`config.mk`:
```
export PLATFORM = sky130hd
export DESIGN_NAME = calc_key_arbiter
export DESIGN_NICKNAME = d
export VERILOG_FILES = /design/src/rtl/calc_key_arbiter.sv
export SDC_FILE = /design/constraint.sdc
export NUM_CORES = 1
export LEC_CHECK = 0
export ABC_AREA = 1
export CORE_MARGIN = 4
export CORE_UTILIZATION = 58
export DETAILED_ROUTE_END_ITERATION = 8
export GPL_TIMING_DRIVEN = 1
export PLACE_DENSITY = 0.8
export SLEW_MARGIN = 0
export SYNTH_ARGS = -nofsm -noshare
export SYNTH_HDL_FRONTEND = slang
export SYNTH_SLANG_ARGS = --single-unit
```
`constraint.sdc`:
```
create_clock -name clk -period 3.7 [get_ports clk]
set_clock_uncertainty 0.15 [all_clocks]
set_input_delay 0.74 -clock clk [delete_from_list [all_inputs] [get_ports clk]]
set_output_delay 0.74 -clock clk [all_outputs]
set_load 0.01 [all_outputs]
```
`src/rtl/calc_key_arbiter.sv`:
```
// calc_key_arbiter
//
// Merges key events from the PS/2 keyboard decoder (source 0) and the
// on-board button-grid navigator (source 1) into the single
// key_ascii/key_pressed channel that drives the calculator display.
// Each source has its own FIFO. A two-state scheduler (IDLE/GAP) grants
// the sources round-robin, except that an ESC at exactly one FIFO head
// wins. After every output pulse the scheduler idles for GAP_CYCLES+1
// cycles, so the display's per-key button highlight stays visible.
//
// Ports:
//   clk          system clock
//   reset        synchronous, active-high reset
//   kb_ascii     keyboard ASCII code, qualified by kb_valid
//   kb_valid     one-cycle write strobe for the keyboard FIFO
//   btn_ascii    button-navigator ASCII code, qualified by btn_valid
//   btn_valid    one-cycle write strobe for the button FIFO
//   flush        discard all queued keys and abort any pacing gap
//   key_ascii    merged key code (holds its value between pulses)
//   key_pressed  one-cycle pulse, key_ascii is valid in that cycle
//   busy         a FIFO is non-empty or the scheduler is not IDLE
//   drop_cnt     saturating count of keys rejected by a full FIFO

module calc_key_arbiter #(
    parameter int FIFO_DEPTH = 4,
    parameter int GAP_CYCLES = 16
) (
    input  logic       clk,
    input  logic       reset,
    input  logic [7:0] kb_ascii,
    input  logic       kb_valid,
    input  logic [7:0] btn_ascii,
    input  logic       btn_valid,
    input  logic       flush,
    output logic [7:0] key_ascii,
    output logic       key_pressed,
    output logic       busy,
    output logic [7:0] drop_cnt
);

    localparam int PTR_W = $clog2(FIFO_DEPTH);
    localparam int GAP_W = $clog2(GAP_CYCLES + 1);

    localparam logic [PTR_W:0]   PTR_ZERO = {(PTR_W + 1){1'b0}};
    localparam logic [PTR_W:0]   PTR_ONE  = {{PTR_W{1'b0}}, 1'b1};
    localparam logic [GAP_W-1:0] GAP_LOAD = GAP_W'(GAP_CYCLES);
    localparam logic [GAP_W-1:0] GAP_ZERO = {GAP_W{1'b0}};
    localparam logic [GAP_W-1:0] GAP_ONE  = {{(GAP_W - 1){1'b0}}, 1'b1};
    localparam logic [7:0]       ESC_CODE = 8'd27;

    typedef enum logic [0:0] {
        ST_IDLE = 1'b0,
        ST_GAP  = 1'b1
    } state_e;

    // Pointers carry one extra wrap bit so that full and empty differ.
    function automatic logic fifo_full(input logic [PTR_W:0] wr, input logic [PTR_W:0] rd);
        return (wr[PTR_W] != rd[PTR_W]) && (wr[PTR_W-1:0] == rd[PTR_W-1:0]);
    endfunction

    function automatic logic fifo_empty(input logic [PTR_W:0] wr, input logic [PTR_W:0] rd);
        return wr == rd;
    endfunction

    // Adds 0..2 to an 8-bit counter, sticking at 255.
    function automatic logic [7:0] sat_add8(input logic [7:0] a, input logic [1:0] inc);
        logic [8:0] sum;
        sum = {1'b0, a} + {7'b0000000, inc};
        return sum[8] ? 8'hFF : sum[7:0];
    endfunction

    // Registered state and its next-state values
    state_e           state_q, state_d;
    logic [GAP_W-1:0] gap_cnt_q, gap_cnt_d;
    logic             last_grant_q, last_grant_d;
    logic             key_pressed_q, key_pressed_d;
    logic [7:0]       key_ascii_q, key_ascii_d;
    logic [7:0]       drop_cnt_q, drop_cnt_d;
    logic [PTR_W:0]   kb_wr_q, kb_wr_d, kb_rd_q, kb_rd_d;
    logic [PTR_W:0]   btn_wr_q, btn_wr_d, btn_rd_q, btn_rd_d;
    logic [7:0]       kb_mem_q  [FIFO_DEPTH];
    logic [7:0]       btn_mem_q [FIFO_DEPTH];

    // Combinational helpers
    logic [7:0] kb_head_s, btn_head_s;
    logic       kb_ne_s, btn_ne_s, kb_full_s, btn_full_s;
    logic       grant_s, sel_s;
    logic       kb_pop_s, btn_pop_s;
    logic       kb_wr_en_s, btn_wr_en_s;
    logic       kb_drop_s, btn_drop_s;
    logic [1:0] drop_inc_s;

    assign kb_head_s  = kb_mem_q[kb_rd_q[PTR_W-1:0]];
    assign btn_head_s = btn_mem_q[btn_rd_q[PTR_W-1:0]];
    assign kb_ne_s    = !fifo_empty(kb_wr_q, kb_rd_q);
    assign btn_ne_s   = !fifo_empty(btn_wr_q, btn_rd_q);
    assign kb_full_s  = fifo_full(kb_wr_q, kb_rd_q);
    assign btn_full_s = fifo_full(btn_wr_q, btn_rd_q);

    // Source selection, FIFO pop/push enables and drop detection
    always_comb begin
        sel_s = 1'b0;
        if (kb_ne_s && btn_ne_s) begin
            // A lone ESC at a head jumps ahead; otherwise alternate sources.
            if ((kb_head_s == ESC_CODE) != (btn_head_s == ESC_CODE)) begin
                sel_s = (btn_head_s == ESC_CODE);
            end else begin
                sel_s = ~last_grant_q;
            end
        end else if (btn_ne_s) begin
            sel_s = 1'b1;
        end else begin
            sel_s = 1'b0;
        end

        // Flush dominates both the grant and any simultaneous write.
        grant_s   = (state_q == ST_IDLE) && (kb_ne_s || btn_ne_s) && !flush;
        kb_pop_s  = grant_s && !sel_s;
        btn_pop_s = grant_s && sel_s;

        // A full FIFO still accepts a write when it is popped in the same cycle.
        kb_wr_en_s  = kb_valid && !flush && (!kb_full_s || kb_pop_s);
        btn_wr_en_s = btn_valid && !flush && (!btn_full_s || btn_pop_s);
        kb_drop_s   = kb_valid && !flush && kb_full_s && !kb_pop_s;
        btn_drop_s  = btn_valid && !flush && btn_full_s && !btn_pop_s;
        drop_inc_s  = {1'b0, kb_drop_s} + {1'b0, btn_drop_s};
    end

    // Scheduler next-state, pointer and output-register updates
    always_comb begin
        state_d       = state_q;
        gap_cnt_d     = gap_cnt_q;
        last_grant_d  = last_grant_q;
        key_pressed_d = 1'b0;
        key_ascii_d   = key_ascii_q;
        drop_cnt_d    = drop_cnt_q;
        kb_wr_d       = kb_wr_q;
        kb_rd_d       = kb_rd_q;
        btn_wr_d      = btn_wr_q;
        btn_rd_d      = btn_rd_q;

        if (flush) begin
            state_d   = ST_IDLE;
            gap_cnt_d = GAP_ZERO;
            kb_wr_d   = PTR_ZERO;
            kb_rd_d   = PTR_ZERO;
            btn_wr_d  = PTR_ZERO;
            btn_rd_d  = PTR_ZERO;
        end else begin
            drop_cnt_d = sat_add8(drop_cnt_q, drop_inc_s);

            if (kb_wr_en_s) begin
                kb_wr_d = kb_wr_q + PTR_ONE;
            end else begin
                kb_wr_d = kb_wr_q;
            end
            if (btn_wr_en_s) begin
                btn_wr_d = btn_wr_q + PTR_ONE;
            end else begin
                btn_wr_d = btn_wr_q;
            end
            if (kb_pop_s) begin
                kb_rd_d = kb_rd_q + PTR_ONE;
            end else begin
                kb_rd_d = kb_rd_q;
            end
            if (btn_pop_s) begin
                btn_rd_d = btn_rd_q + PTR_ONE;
            end else begin
                btn_rd_d = btn_rd_q;
            end

            case (state_q)
                ST_IDLE: begin
                    if (grant_s) begin
                        key_pressed_d = 1'b1;
                        key_ascii_d   = sel_s ? btn_head_s : kb_head_s;
                        last_grant_d  = sel_s;
                        gap_cnt_d     = GAP_LOAD;
                        state_d       = ST_GAP;
                    end else begin
                        state_d = ST_IDLE;
                    end
                end
                ST_GAP: begin
                    // Counts GAP_CYCLES..0, giving GAP_CYCLES+1 cycles in GAP.
                    if (gap_cnt_q == GAP_ZERO) begin
                        state_d = ST_IDLE;
                    end else begin
                        gap_cnt_d = gap_cnt_q - GAP_ONE;
                    end
                end
                default: begin
                    state_d   = ST_IDLE;
                    gap_cnt_d = GAP_ZERO;
                end
            endcase
        end
    end

    // State register with synchronous reset
    always_ff @(posedge clk) begin
        if (reset) begin
            state_q       <= ST_IDLE;
            gap_cnt_q     <= GAP_ZERO;
            last_grant_q  <= 1'b1;
            key_pressed_q <= 1'b0;
            key_ascii_q   <= 8'h00;
            drop_cnt_q    <= 8'h00;
            kb_wr_q       <= PTR_ZERO;
            kb_rd_q       <= PTR_ZERO;
            btn_wr_q      <= PTR_ZERO;
            btn_rd_q      <= PTR_ZERO;
        end else begin
            state_q       <= state_d;
            gap_cnt_q     <= gap_cnt_d;
            last_grant_q  <= last_grant_d;
            key_pressed_q <= key_pressed_d;
            key_ascii_q   <= key_ascii_d;
            drop_cnt_q    <= drop_cnt_d;
            kb_wr_q       <= kb_wr_d;
            kb_rd_q       <= kb_rd_d;
            btn_wr_q      <= btn_wr_d;
            btn_rd_q      <= btn_rd_d;
        end
    end

    // FIFO storage; contents need no reset because the pointers define validity
    always_ff @(posedge clk) begin
        if (!reset && kb_wr_en_s) begin
            kb_mem_q[kb_wr_q[PTR_W-1:0]] <= kb_ascii;
        end
        if (!reset && btn_wr_en_s) begin
            btn_mem_q[btn_wr_q[PTR_W-1:0]] <= btn_ascii;
        end
    end

    assign key_pressed = key_pressed_q;
    assign key_ascii   = key_ascii_q;
    assign drop_cnt    = drop_cnt_q;
    assign busy        = kb_ne_s || btn_ne_s || (state_q != ST_IDLE);

endmodule

```
After elaboration in Yosys (flattened, before gate mapping)
Memory sizes are Yosys's and may differ from the RTL's. A register that Yosys moved wholly into a read port is not among the register bits. Cells that the tools add are included.

Add/subtract/negate cells: 7. Eq/ne operators: 11. Muxes and demuxes: 19. Bitwise operators: 3. Reduce and logical (&&, ||, !) cells: 35.

Operator list (number): $logic_and 1x1->1 (17); $eq 8x5->1 const B (2); $mux 8 (2); $add 3x1->3 const B (4); $mux 5 (2); $pmux 5 s2 (1); $add 8x2->9 (1); $logic_not 1->1 (9); $mux 1 (9); $mux 2 (4); $eq 3x3->1 (2); $logic_not 5->1 (1); $sub 5x1->5 const B (1); $eq 2x2->1 (2); $logic_or 1x1->1 (4); $ne 2x2->1 const B (2); $ne 1x1->1 (3); $not 1->1 (3); $reduce_and 3->1 (1); $reduce_or 3->1 (1); $add 1x1->2 (1); $pmux 1 s2 (1); $reduce_and 2->1 (1); $reduce_or 2->1 (1).

Bits in registers: 36. Memory bits (writable): 64. Input port bits: 21. Output and inout port bits: 18. Word-level logic and storage cells: 87. Memories kept: 2.

Memories: btn_mem_q (depth 4, width 8, rd ports 1, clocked after Yosys merged registers in 1, wr ports 1, line 82) `logic [7:0] btn_mem_q [FIFO_DEPTH];`; kb_mem_q (depth 4, width 8, rd ports 1, clocked after Yosys merged registers in 1, wr ports 1, line 81) `logic [7:0] kb_mem_q [FIFO_DEPTH];`.

Longest topological paths before layout
Gate-level depths: netlist (run 1).

Word-level depth: 11. Depth in mapped cells: 24.

Least setup slack after synthesis (run 1)
Ideal clock, no wire load.

Kind: input port to flip-flop. Start: input flush. End: register drop_cnt_q[5], in the netlist drop_cnt[5]. Library setup time: 0.066 ns. Arrival time: 2.732 ns. Required time: 3.484 ns. Path slack: 0.752 ns. Cell stages on the path: 15. Buffers on the path: 1. Cell sequence: clkbuf_1 inv_1 nand2_1 inv_2 nand2_1 nand2_2 nor3_1 fa_1 nand2_1 nor2_1 inv_1 nor3_1 a21oi_1 o21a_1 nor2_1.

Longest elaborated chain between the ends: 8. Elaborated cells between the ends (all ways): 15. Classes of those cells: add/sub (2); mux (1); reduce/logical (12).

Ends and longest elaborated chain: start, declared (line 34) `input logic flush,`; $logic_not 1->1 (line 117, 124, 125); $logic_and 1x1->1 (line 117) `grant_s = (state_q == ST_IDLE) && (kb_ne_s || btn_ne_s) && !flush;`; $logic_and 1x1->1, on equally long branches (line 118, 119); $logic_not 1->1, on equally long branches (line 124, 125); $logic_and 1x1->1, on equally long branches (line 124, 125); $add 1x1->2 (line 126) `drop_inc_s = {1'b0, kb_drop_s} + {1'b0, btn_drop_s};`; $add 8x2->9 (line 68) `sum = {1'b0, a} + {7'b0000000, inc};`; $mux 8 (line 69) `return sum[8] ? 8'hFF : sum[7:0];`; end signal, assigned (line 220) `drop_cnt_q <= drop_cnt_d;`; end, declared (line 78) `logic [7:0] drop_cnt_q, drop_cnt_d;`.

Parallel ways exist; a longest one is shown, timed or not. A chain may end at the register's enable or synchronous reset.

==> impl_metrics.py, run 1 <==
metrics = {
    "power_and_ir_drop": {
        "p_leak_nw": 2.15,
        "power_density_nw_per_um2": 389,
        "irDropWorstVdd_mv": 0.181,
        "fin_total_pwr_mw": 2.08,
    },
    "synthesis": {
        "synth_edf_count": 64,
        "ys_top_cells_by_area": "edfxtp_1 (41%), dfxtp_1 (17%), nand2_1 (9.9%)",
        "ys_types": 35,
        "syn_avg_cell_area_sq_um": 9.61,
        "synthMuxAreaShare_pct": 0,
        "async_reset_ff_share_pct": 0,
        "ys_warn_count": 0,
        "synthSimpleGateAreaFrac_pct": 23.1,
        "synth_compound_area_share_pct": 5.52,
        "yosys.area.top_type": "edfxtp_1",
        "yosys.area_share.xor_xnor_pct": 2.45,
        "synth_top_family_by_area": "simple AND/OR/NAND/NOR gates",
        "syn_area_sq_um": 4650,
        "yosys-top-cells-count": "nand2_1 (123), edfxtp_1 (64), inv_1 (50), nand3_1 (47), dfxtp_1 (40)",
        "ys_ff_latch": 104,
        "synth_fa_ha_area_share_pct": 3.66,
        "yosysMostFrequentCell": "nand2_1",
        "synthCells": 484,
        "synth_ff_type": "edfxtp_1",
        "ys_seq_area_share_pct": 58.5,
        "synth_top_cell_area_share_pct": 41.3,
        "synth_fp_nets": 518,
    },
    "cts": {
        "clk_latency_ps": 370,
        "numCtsBuffers": 9,
        "cts_max_path_buffers": 2,
        "cts_max_level": 3,
        "clock-root-buffer": "clkbuf_8",
        "clk_pin_slew_ps": 100,
        "cts_tree": "yes",
        "clock-sinks": 104,
    },
    "sta": {
        "worst_slack_ps": 444,
        "period_share_pct": 88.0,
        "tns_ps": 0,
        "tightest_slew_ps": 530,
        "finalHoldViolations": 0,
        "max_freq_mhz": 307,
        "setup_viol_count_final": 0,
        "maxSlewViolCount": 0,
        "slew_headroom_pct": 64.5,
        "rsz0062_at_grt": "false",
        "period_minus_slack_ps": 3260,
    },
    "routing": {
        "drt_iter0_markers": 178,
        "drc": 0,
        "wl_per_cell_um": 14.3,
        "postRouteAntennaNets": 0,
        "firstDrtPassIters": 4,
        "num_vias": 3354,
        "routed_wl_um": 9160,
        "routed_via_density": 5.26,
    },
    "critical_path": {
        "cp.arrival_ps": 3420,
        "path_class": "reg2reg",
        "cp_max_fo": 17,
        "required_ps": 3860,
        "startpoint_type": "flop",
        "end_kind": "flop",
    },
    "grt": {
        "grt_pass1_vias": 3383,
        "antenna_found_initial": 0,
        "use_met3_pct": 5.10,
        "grt_start_max_net_pins": 19,
        "use_met1_pct": 25.1,
        "grt-busiest-layer": "met2",
        "met2_usage_pct": 33.7,
        "overflow": 0,
        "grt_pass1_wl_um": 15300,
        "track_usage_pct": 20.0,
    },
    "die": {
        "ios": 39,
        "core_sq_um": 7770,
        "die_y_um": 97.5,
        "start_util_pct": 59.9,
        "die_w_um": 97.5,
        "rows": 32,
        "dieArea_sq_um": 9520,
    },
    "placement": {
        "gp_congestion": 0.945,
        "dpl_worst_slack_ps": 280,
        "port_buffers": 38,
        "hpwlAfterDp_um": 6700,
    },
    "finish": {
        "drive_gt1_share_pct": 9.70,
        "syn2layout_area_growth_pct": 15.1,
        "n_antenna_cell": 0,
        "fill_cells": 594,
        "final_core_util_pct": 68.9,
        "finalNetCount": 565,
    },
    "worst_hold_path": {
        "hold_start": "gap_cnt_q[4]",
        "hold_path.class": "reg2reg",
    },
    "outcome": {
        "status": "complete, no violations",
    },
    "job": {
        "maxCapViolCount": 0,
    },
}
-- cell usage in the layout, fill, tap and decap left out, types with 2 or more instances in the layout --
cell type        instances
nand2_1                123
edfxtp_1                64
inv_1                   50
nand3_1                 47
nor2_1                  39
dfxtp_1                 39
clkdlybuf4s50_1         38
a21oi_1                 19
o21ai_0                 13
buf_4                   13
ha_1                    12
clkbuf_8                10
xor2_1                   7
inv_2                    6
xnor2_1                  6
o21ai_1                  5
nor3_1                   5
nor3b_2                  4
nor3b_1                  4
or2_1                    4
nand2_2                  3
nand2_4                  3
a31oi_1                  3
clkinv_4                 3
nand3_2                  2
inv_6                    2
-- power breakdown --
| part | internal, mW | switching, mW | leakage [nW] | total (mW) |
|---|---|---|---|---|
| Combinational | 0.0650 | 0.0879 | 1.16 | 0.153 |
| Clock | 0.271 | 0.402 | 0.0935 | 0.673 |
| Sequential | 1.24 | 0.00999 | 0.902 | 1.25 |
-- final cells by class --
cell class              count  area [sq um]  area share, %
multi-input cells         308          1620           30.2
inverters                  57           216           4.04
clock inverters             6          51.3          0.959
well taps                 102           128           2.38
repair buffers             51           478           8.93
clock buffers              10           138           2.57
flip-flops and latches    104          2720           50.9
-- sequential cells by signal (all words and copies together) (netlist names), named ones only --
signal        cells
btn_wr_q          3
state_q           1
btn_mem_q        32
key_pressed       1
kb_wr_q           3
kb_mem_q         32
key_ascii         8
btn_rd_q          3
last_grant_q      1
kb_rd_q           3
drop_cnt          8
gap_cnt_q         5
-- through the flow --
stage / hold WS (ps) / instances / area (sq um)
3_5_place_dp: 315 / 622 / 5160
5_1_grt: 349 / 638 / 5350
2_1_floorplan: 295 / 484 / 4650
4_1_cts: 329 / 638 / 5350
3_3_place_gp: 308 / 622 / 5160
6_report: 331 / 638 / 5350
-- cells by family after synthesis --
family          Yosys count
simple gates            237
flops                   104
buf+inv                  72
compound gates           45
xor+xnor                 13
fa+ha+maj                13
-- worst max-delay path, stage by stage (launching register included) --
cell and delay [ps]:
dfxtp_2 530, inv_4 140, nand2_1 100, nand3_1 80, nand2_1 110, nand2_1 70
nor2_1 110, nand2_1 70, nand2_1 70, nand2_2 70, nand2_4 100, nand2_1 50
nand2_1 90, nand2_2 100, nor3_1 220, fa_1 230, nand2_1 80, nor2_1 130
inv_1 80, nor3_1 270, a21oi_1 110, o21a_1 180, nor2_1 80
-- routing by layer --
layer | vias to the layer above | wire length, um
li1 | 1677 | -
met1 | 1570 | 3990
met2 | 94 | 4540
met3 | 13 | 481
met4 | 0 | 147
met5 | - | 0
-- repair_timing --
item                       4_1_cts  5_1_grt
gates resized for setup          0        1
buffers inserted                 0        0
hold endpoints to repair         0        0
hold buffers                     0        0
setup endpoints to repair        0        8
-- worst paths after layout --
check                           slack, ps  cells after the start            to
worst max-delay path                  440                     22   drop_cnt[5]
worst min-delay path                  330                      2  gap_cnt_q[4]
worst max register to register        440                     22   drop_cnt[5]
worst min register to register        330                      2  gap_cnt_q[4]
(Power assumes the default switching activity.)
==> run 2: changes to the inputs <==
--- a/config.mk
+++ b/config.mk
@@ -7,10 +7,10 @@
 export LEC_CHECK = 0
 export ABC_AREA = 1
 export CORE_MARGIN = 4
-export CORE_UTILIZATION = 58
+export CORE_UTILIZATION = 60
 export DETAILED_ROUTE_END_ITERATION = 8
 export GPL_TIMING_DRIVEN = 1
-export PLACE_DENSITY = 0.8
+export PLACE_DENSITY = 0.82
 export SLEW_MARGIN = 0
 export SYNTH_ARGS = -nofsm -noshare
 export SYNTH_HDL_FRONTEND = slang
==> constraint.sdc (replaced) <==
create_clock -name clk -period 4.2 [get_ports clk]
set_clock_uncertainty 0.15 [all_clocks]
set_input_delay 0.84 -clock clk [delete_from_list [all_inputs] [get_ports clk]]
set_output_delay 0.84 -clock clk [all_outputs]
set_load 0.01 [all_outputs]
==> impl_metrics.py, run 2 (synthesis gave the netlist of run 1 again) <==
metrics = {
    "cts": {
        "cts_max_level": 3,
        "clock-sinks": 104,
        "cts_setup_buffers": 0,
        "clock-root-buffer": "clkbuf_8",
        "numCtsBuffers": 9,
        "clk_pin_slew_ps": 90,
        "cts_tree": "yes",
        "clk_latency_ps": 360,
        "ctsResizeCount": 0,
        "cts_max_path_buffers": 2,
        "postCtsHoldBufs": 0,
    },
    "finish": {
        "syn2layout_area_growth_pct": 13.3,
        "finalNetCount": 559,
        "final_cell_mix": "nand2_1 (123), edfxtp_1 (64), inv_1 (50)",
        "final_core_util_pct": 71.1,
        "final_common_cell": "nand2_1",
        "final_area_sq_um": 5270,
        "drive_gt1_share_pct": 7.55,
        "fill_cells": 563,
        "n_antenna_cell": 0,
    },
    "routing": {
        "wl_per_cell_um": 14.4,
        "routed_via_density": 5.33,
        "routed_wl_um": 9060,
        "num_vias": 3350,
        "drt_iter0_markers": 129,
        "postRouteAntennaNets": 0,
        "firstDrtPassIters": 5,
        "drc": 0,
    },
    "grt": {
        "antenna_found_initial": 0,
        "grt_pass1_wl_um": 15000,
        "grt_start_max_net_pins": 18,
        "overflow": 0,
        "track_usage_pct": 21.4,
        "grt_pass1_vias": 3316,
    },
    "die": {
        "core_sq_um": 7410,
        "dieArea_sq_um": 9220,
        "rows": 31,
        "ios": 39,
        "die_w_um": 96.0,
        "die_y_um": 96.0,
        "start_util_pct": 62.8,
    },
    "sta": {
        "period_share_pct": 77.8,
        "setup_viol_count_final": 0,
        "max_freq_mhz": 306,
        "tns_ps": 0,
        "maxSlewViolCount": 0,
        "finalHoldViolations": 0,
        "tightest_slew_ps": 751,
        "worst_hold_slack_ps": 334,
        "slew_headroom_pct": 49.7,
        "period_minus_slack_ps": 3270,
        "rsz0062_at_grt": "false",
    },
    "power_and_ir_drop": {
        "p_leak_nw": 2.11,
        "power_density_nw_per_um2": 335,
        "irDropWorstVdd_mv": 0.193,
        "fin_total_pwr_mw": 1.77,
    },
    "critical_path": {
        "end_kind": "flop",
        "required_ps": 4320,
        "path_class": "reg2reg",
        "cp.arrival_ps": 3390,
        "startpoint_type": "flop",
        "cp_max_fo": 17,
        "reg2reg_setup_slack_ps": 930,
    },
    "placement": {
        "place_area_sq_um": 5110,
        "port_buffers": 38,
        "gp_congestion": 0.837,
        "hpwlAfterDp_um": 6490,
    },
    "outcome": {
        "status": "complete, no violations",
    },
    "worst_hold_path": {
        "hold_path.class": "reg2reg",
    },
    "job": {
        "maxCapViolCount": 0,
    },
}
==> run 2: area by class of cell <==
cell class	instances	area [sq um]	area share [%]
repair buffers	45	433	8.22
flip-flops and latches	104	2720	51.7
multi-input cells	308	1620	30.7
well taps	99	124	2.35
clock inverters	4	21.3	0.404
clock buffers	12	135	2.56
inverters	57	216	4.11
==> run 2: layer usage <==
metal	share of wire, %	global-route usage [%]
met5	0	0
met2	50	36.4
met4	1.4	8.89
met3	4.4	3.13
met1	44	27.5
==> run 2: report_power, final <==
group	switching, mW	internal, mW	leakage [nW]
combinational	0.0790	0.0548	1.13
clock	0.316	0.213	0.0794
sequential	0.00871	1.10	0.902
==> run 2: path summary, 6_finish.rpt <==
path                 from           end  cells after the start
min reg2reg  gap_cnt_q[0]  gap_cnt_q[0]                      1
min          gap_cnt_q[0]  gap_cnt_q[0]                      1
max reg2reg          flop   drop_cnt[3]                     20
max                  flop   drop_cnt[3]                     20
==> run 2: worst max-delay path, stage by stage, from the launching register on <==
cell and delay (ps):
dfxtp_1 320, buf_4 200, inv_2 150, o21ai_0 210, o21ai_0 170, nand2_1 100, nor2_1 50, nand2_1 80
nand2_2 70, nand2_4 100, nand2_1 50, nand2_1 80, nand2_2 100, nor3_1 220, fa_1 230, nand2_1 70
nor2_1 140, nand4_1 120, nor2_1 190, nand2_1 150, a21oi_1 200
==> run 2: through the flow <==
step                cells  setup WS [ps]
CTS                   629            938
global placement      613            718
detailed placement    613            610
floorplan             484           1150
finish                629            932
global route          629            568
==> run 3: changes to the inputs <==
--- a/config.mk
+++ b/config.mk
@@ -7,10 +7,10 @@
 export LEC_CHECK = 0
 export ABC_AREA = 1
 export CORE_MARGIN = 4
-export CORE_UTILIZATION = 60
+export CORE_UTILIZATION = 52
 export DETAILED_ROUTE_END_ITERATION = 8
 export GPL_TIMING_DRIVEN = 1
-export PLACE_DENSITY = 0.82
+export PLACE_DENSITY = 0.76
 export SLEW_MARGIN = 0
 export SYNTH_ARGS = -nofsm -noshare
 export SYNTH_HDL_FRONTEND = slang
==> constraint.sdc (replaced) <==
create_clock -name clk -period 2.8 [get_ports clk]
set_clock_uncertainty 0.15 [all_clocks]
set_input_delay 0.56 -clock clk [delete_from_list [all_inputs] [get_ports clk]]
set_output_delay 0.56 -clock clk [all_outputs]
set_load 0.01 [all_outputs]
==> impl_metrics.py, run 3 (synthesis gave the netlist of run 1 again) <==
metrics = {
    "critical_path": {
        "cp_max_fo": 4,
        "reg2reg_depth": 21,
        "max_stage_delay_ps": 390,
        "end_kind": "flop",
        "crit_path_cell_trace": "buf_4 -> nand2_1 -> nand3_1 -> nand2_2 -> nand2_2 -> nor2_2 -> nand2_1 -> nand2_1 -> nand2_2 -> nand2_4 -> nand2_2 -> nand2_2 -> nand2_2 -> nor3_4 -> fa_2 -> nand2_2 -> nor2_4 -> nand4_1 -> nor2_2 -> buf_4 -> o221a_4",
        "crit_buf_inv": 2,
        "cp_num_cells": 21,
        "path_class": "reg2reg",
        "startpoint_type": "flop",
        "reg2reg_setup_slack_ps": -130,
        "cp-endpoint": "drop_cnt[2]",
        "r2r-end": "drop_cnt[2]",
        "crit_path_frequent_cell": "nand2_2",
        "required_ps": 2970,
        "critical_path.top_delay_family": "simple AND/OR/NAND/NOR gates",
        "worst_path_max_delay_cell": "dfxtp_4",
        "cp.arrival_ps": 3100,
    },
    "routing": {
        "routed_via_density": 5.15,
        "drc": 0,
        "routed_wl_um": 10100,
        "num_vias": 3586,
        "wl_per_cell_um": 14.5,
        "drt_iter0_markers": 189,
        "firstDrtPassIters": 5,
        "postRouteAntennaNets": 0,
    },
    "grt": {
        "grt_pass1_wl_um": 16100,
        "grt_start_max_net_pins": 19,
        "track_usage_pct": 19.8,
        "grt_pass1_vias": 3548,
        "overflow": 0,
        "antenna_found_initial": 0,
    },
    "finish": {
        "drive_gt1_share_pct": 24.3,
        "final_common_cell": "nand2_1",
        "final_cell_mix": "nand2_1 (102), edfxtp_1 (64), buf_4 (62)",
        "finalNetCount": 617,
        "syn2layout_area_growth_pct": 27.1,
        "final_area_sq_um": 5910,
        "n_antenna_cell": 0,
    },
    "placement": {
        "dpl_worst_slack_ps": -192,
        "port_buffers": 38,
        "gp_congestion": 0.921,
        "place_area_sq_um": 5390,
        "hpwlAfterDp_um": 6710,
    },
    "cts": {
        "cts_tree": "yes",
        "cts_max_level": 3,
        "numCtsBuffers": 9,
        "postCtsHoldBufs": 0,
        "clock-root-buffer": "clkbuf_8",
        "cts_max_path_buffers": 2,
        "clock-sinks": 104,
        "clk_latency_ps": 370,
        "clk_pin_slew_ps": 100,
    },
    "outcome": {
        "violations": "setup timing",
        "status": "finished with violations",
    },
    "die": {
        "die_w_um": 103,
        "start_util_pct": 53.3,
        "die_y_um": 103,
        "ios": 39,
        "dieArea_sq_um": 10500,
        "core_sq_um": 8720,
        "rows": 34,
    },
    "sta": {
        "tightest_slew_ps": 520,
        "finalHoldViolations": 0,
        "maxSlewViolCount": 0,
        "setup_viol_count_final": 9,
        "slew_headroom_pct": 65.2,
        "max_freq_mhz": 342,
        "rsz0062_at_grt": "true",
        "period_share_pct": 105,
        "worst_slack_ps": -127,
        "period_minus_slack_ps": 2930,
    },
    "power_and_ir_drop": {
        "p_leak_nw": 2.45,
        "irDropWorstVdd_mv": 0.308,
        "power_density_nw_per_um2": 469,
    },
    "job": {
        "maxCapViolCount": 0,
    },
    "worst_hold_path": {
        "hold_path.class": "reg2reg",
    },
}
==> run 3: cell types whose count changed in the layout (fill, tap and decap cells not counted), sizes merged <==
| cell | before | now |
|---|---|---|
| clkbuf | 12 | 10 |
| clkinv | 4 | 2 |
| clkinvlp | 0 | 1 |
| buf | 7 | 65 |
| inv | 57 | 60 |
==> run 3: how the worst min path moves through the flow <==
stage / start / end / depth (start not counted) / slack [ps]
2_1_floorplan: gap_cnt_q[4] / gap_cnt_q[4] / 2 / 300
3_3_place_gp: kb_rd_q[2] / kb_rd_q[2] / 2 / 310
3_5_place_dp: kb_rd_q[2] / kb_rd_q[2] / 2 / 320
4_1_cts: kb_rd_q[2] / kb_rd_q[2] / 2 / 340
5_1_grt: kb_rd_q[2] / kb_rd_q[2] / 2 / 360
6_report: btn_rd_q[2] / btn_rd_q[2] / 2 / 340
==> run 3: worst register-to-register path: stages (launching register included) <==
cell and delay [ps]:
dfxtp_4 390, buf_4 160, nand2_1 80, nand3_1 90, nand2_2 90, nand2_2 60, nor2_2 110, nand2_1 60
nand2_1 70, nand2_2 70, nand2_4 60, nand2_2 40, nand2_2 80, nand2_2 70, nor3_4 200, fa_2 250
nand2_2 80, nor2_4 110, nand4_1 140, nor2_2 200, buf_4 150, o221a_4 160
==> run 3: area by class of cell <==
| type | count | area, sq um |
|---|---|---|
| clock buffers | 10 | 128 |
| clock inverters | 6 | 50.0 |
| fillers | 620 | 2810 |
| inverters | 57 | 224 |
| multi-input cells | 308 | 1760 |
| flip-flops and latches | 104 | 2730 |
| well taps | 108 | 135 |
| repair buffers | 103 | 883 |
==> run 3: what timing repair did <==
| action | in CTS | in global routing |
|---|---|---|
| gates cloned | 0 | 1 |
| setup endpoints to repair | 8 | 62 |
| resized for setup | 20 | 36 |
| setup buffers | 14 | 8 |
| pin swaps | 10 | 30 |
==> run 3: power by group <==
group,leakage [nW],switching (mW),internal [mW],total (mW)
Combinational,1.46,0.132,0.118,0.250
Clock,0.0892,0.527,0.337,0.864
Sequential,0.904,0.0126,1.64,1.66
Total,2.45,0.672,2.10,2.77
==> run 3: metal layers <==
layer / GRT usage (%) / part of all wire (%)
met5: 0 / 0
met4: 6.56 / 2.0
met3: 4.74 / 4.9
met2: 33.8 / 51
met1: 24.8 / 42
==> run 3: metrics by stage <==
step | hold WS [ps] | instances | util [%] | TNS [ps] | total power [mW]
finish | 339 | 696 | 67.8 | -722 | 2.77
global route | 361 | 696 | 67.8 | -2510 | 2.86
CTS | 338 | 687 | 65.7 | 0 | 2.78
detailed placement | 323 | 657 | 61.8 | -940 | 1.92
global placement | 311 | 657 | 61.8 | -36.1 | 1.91
floorplan | 295 | 484 | - | 0 | 1.81
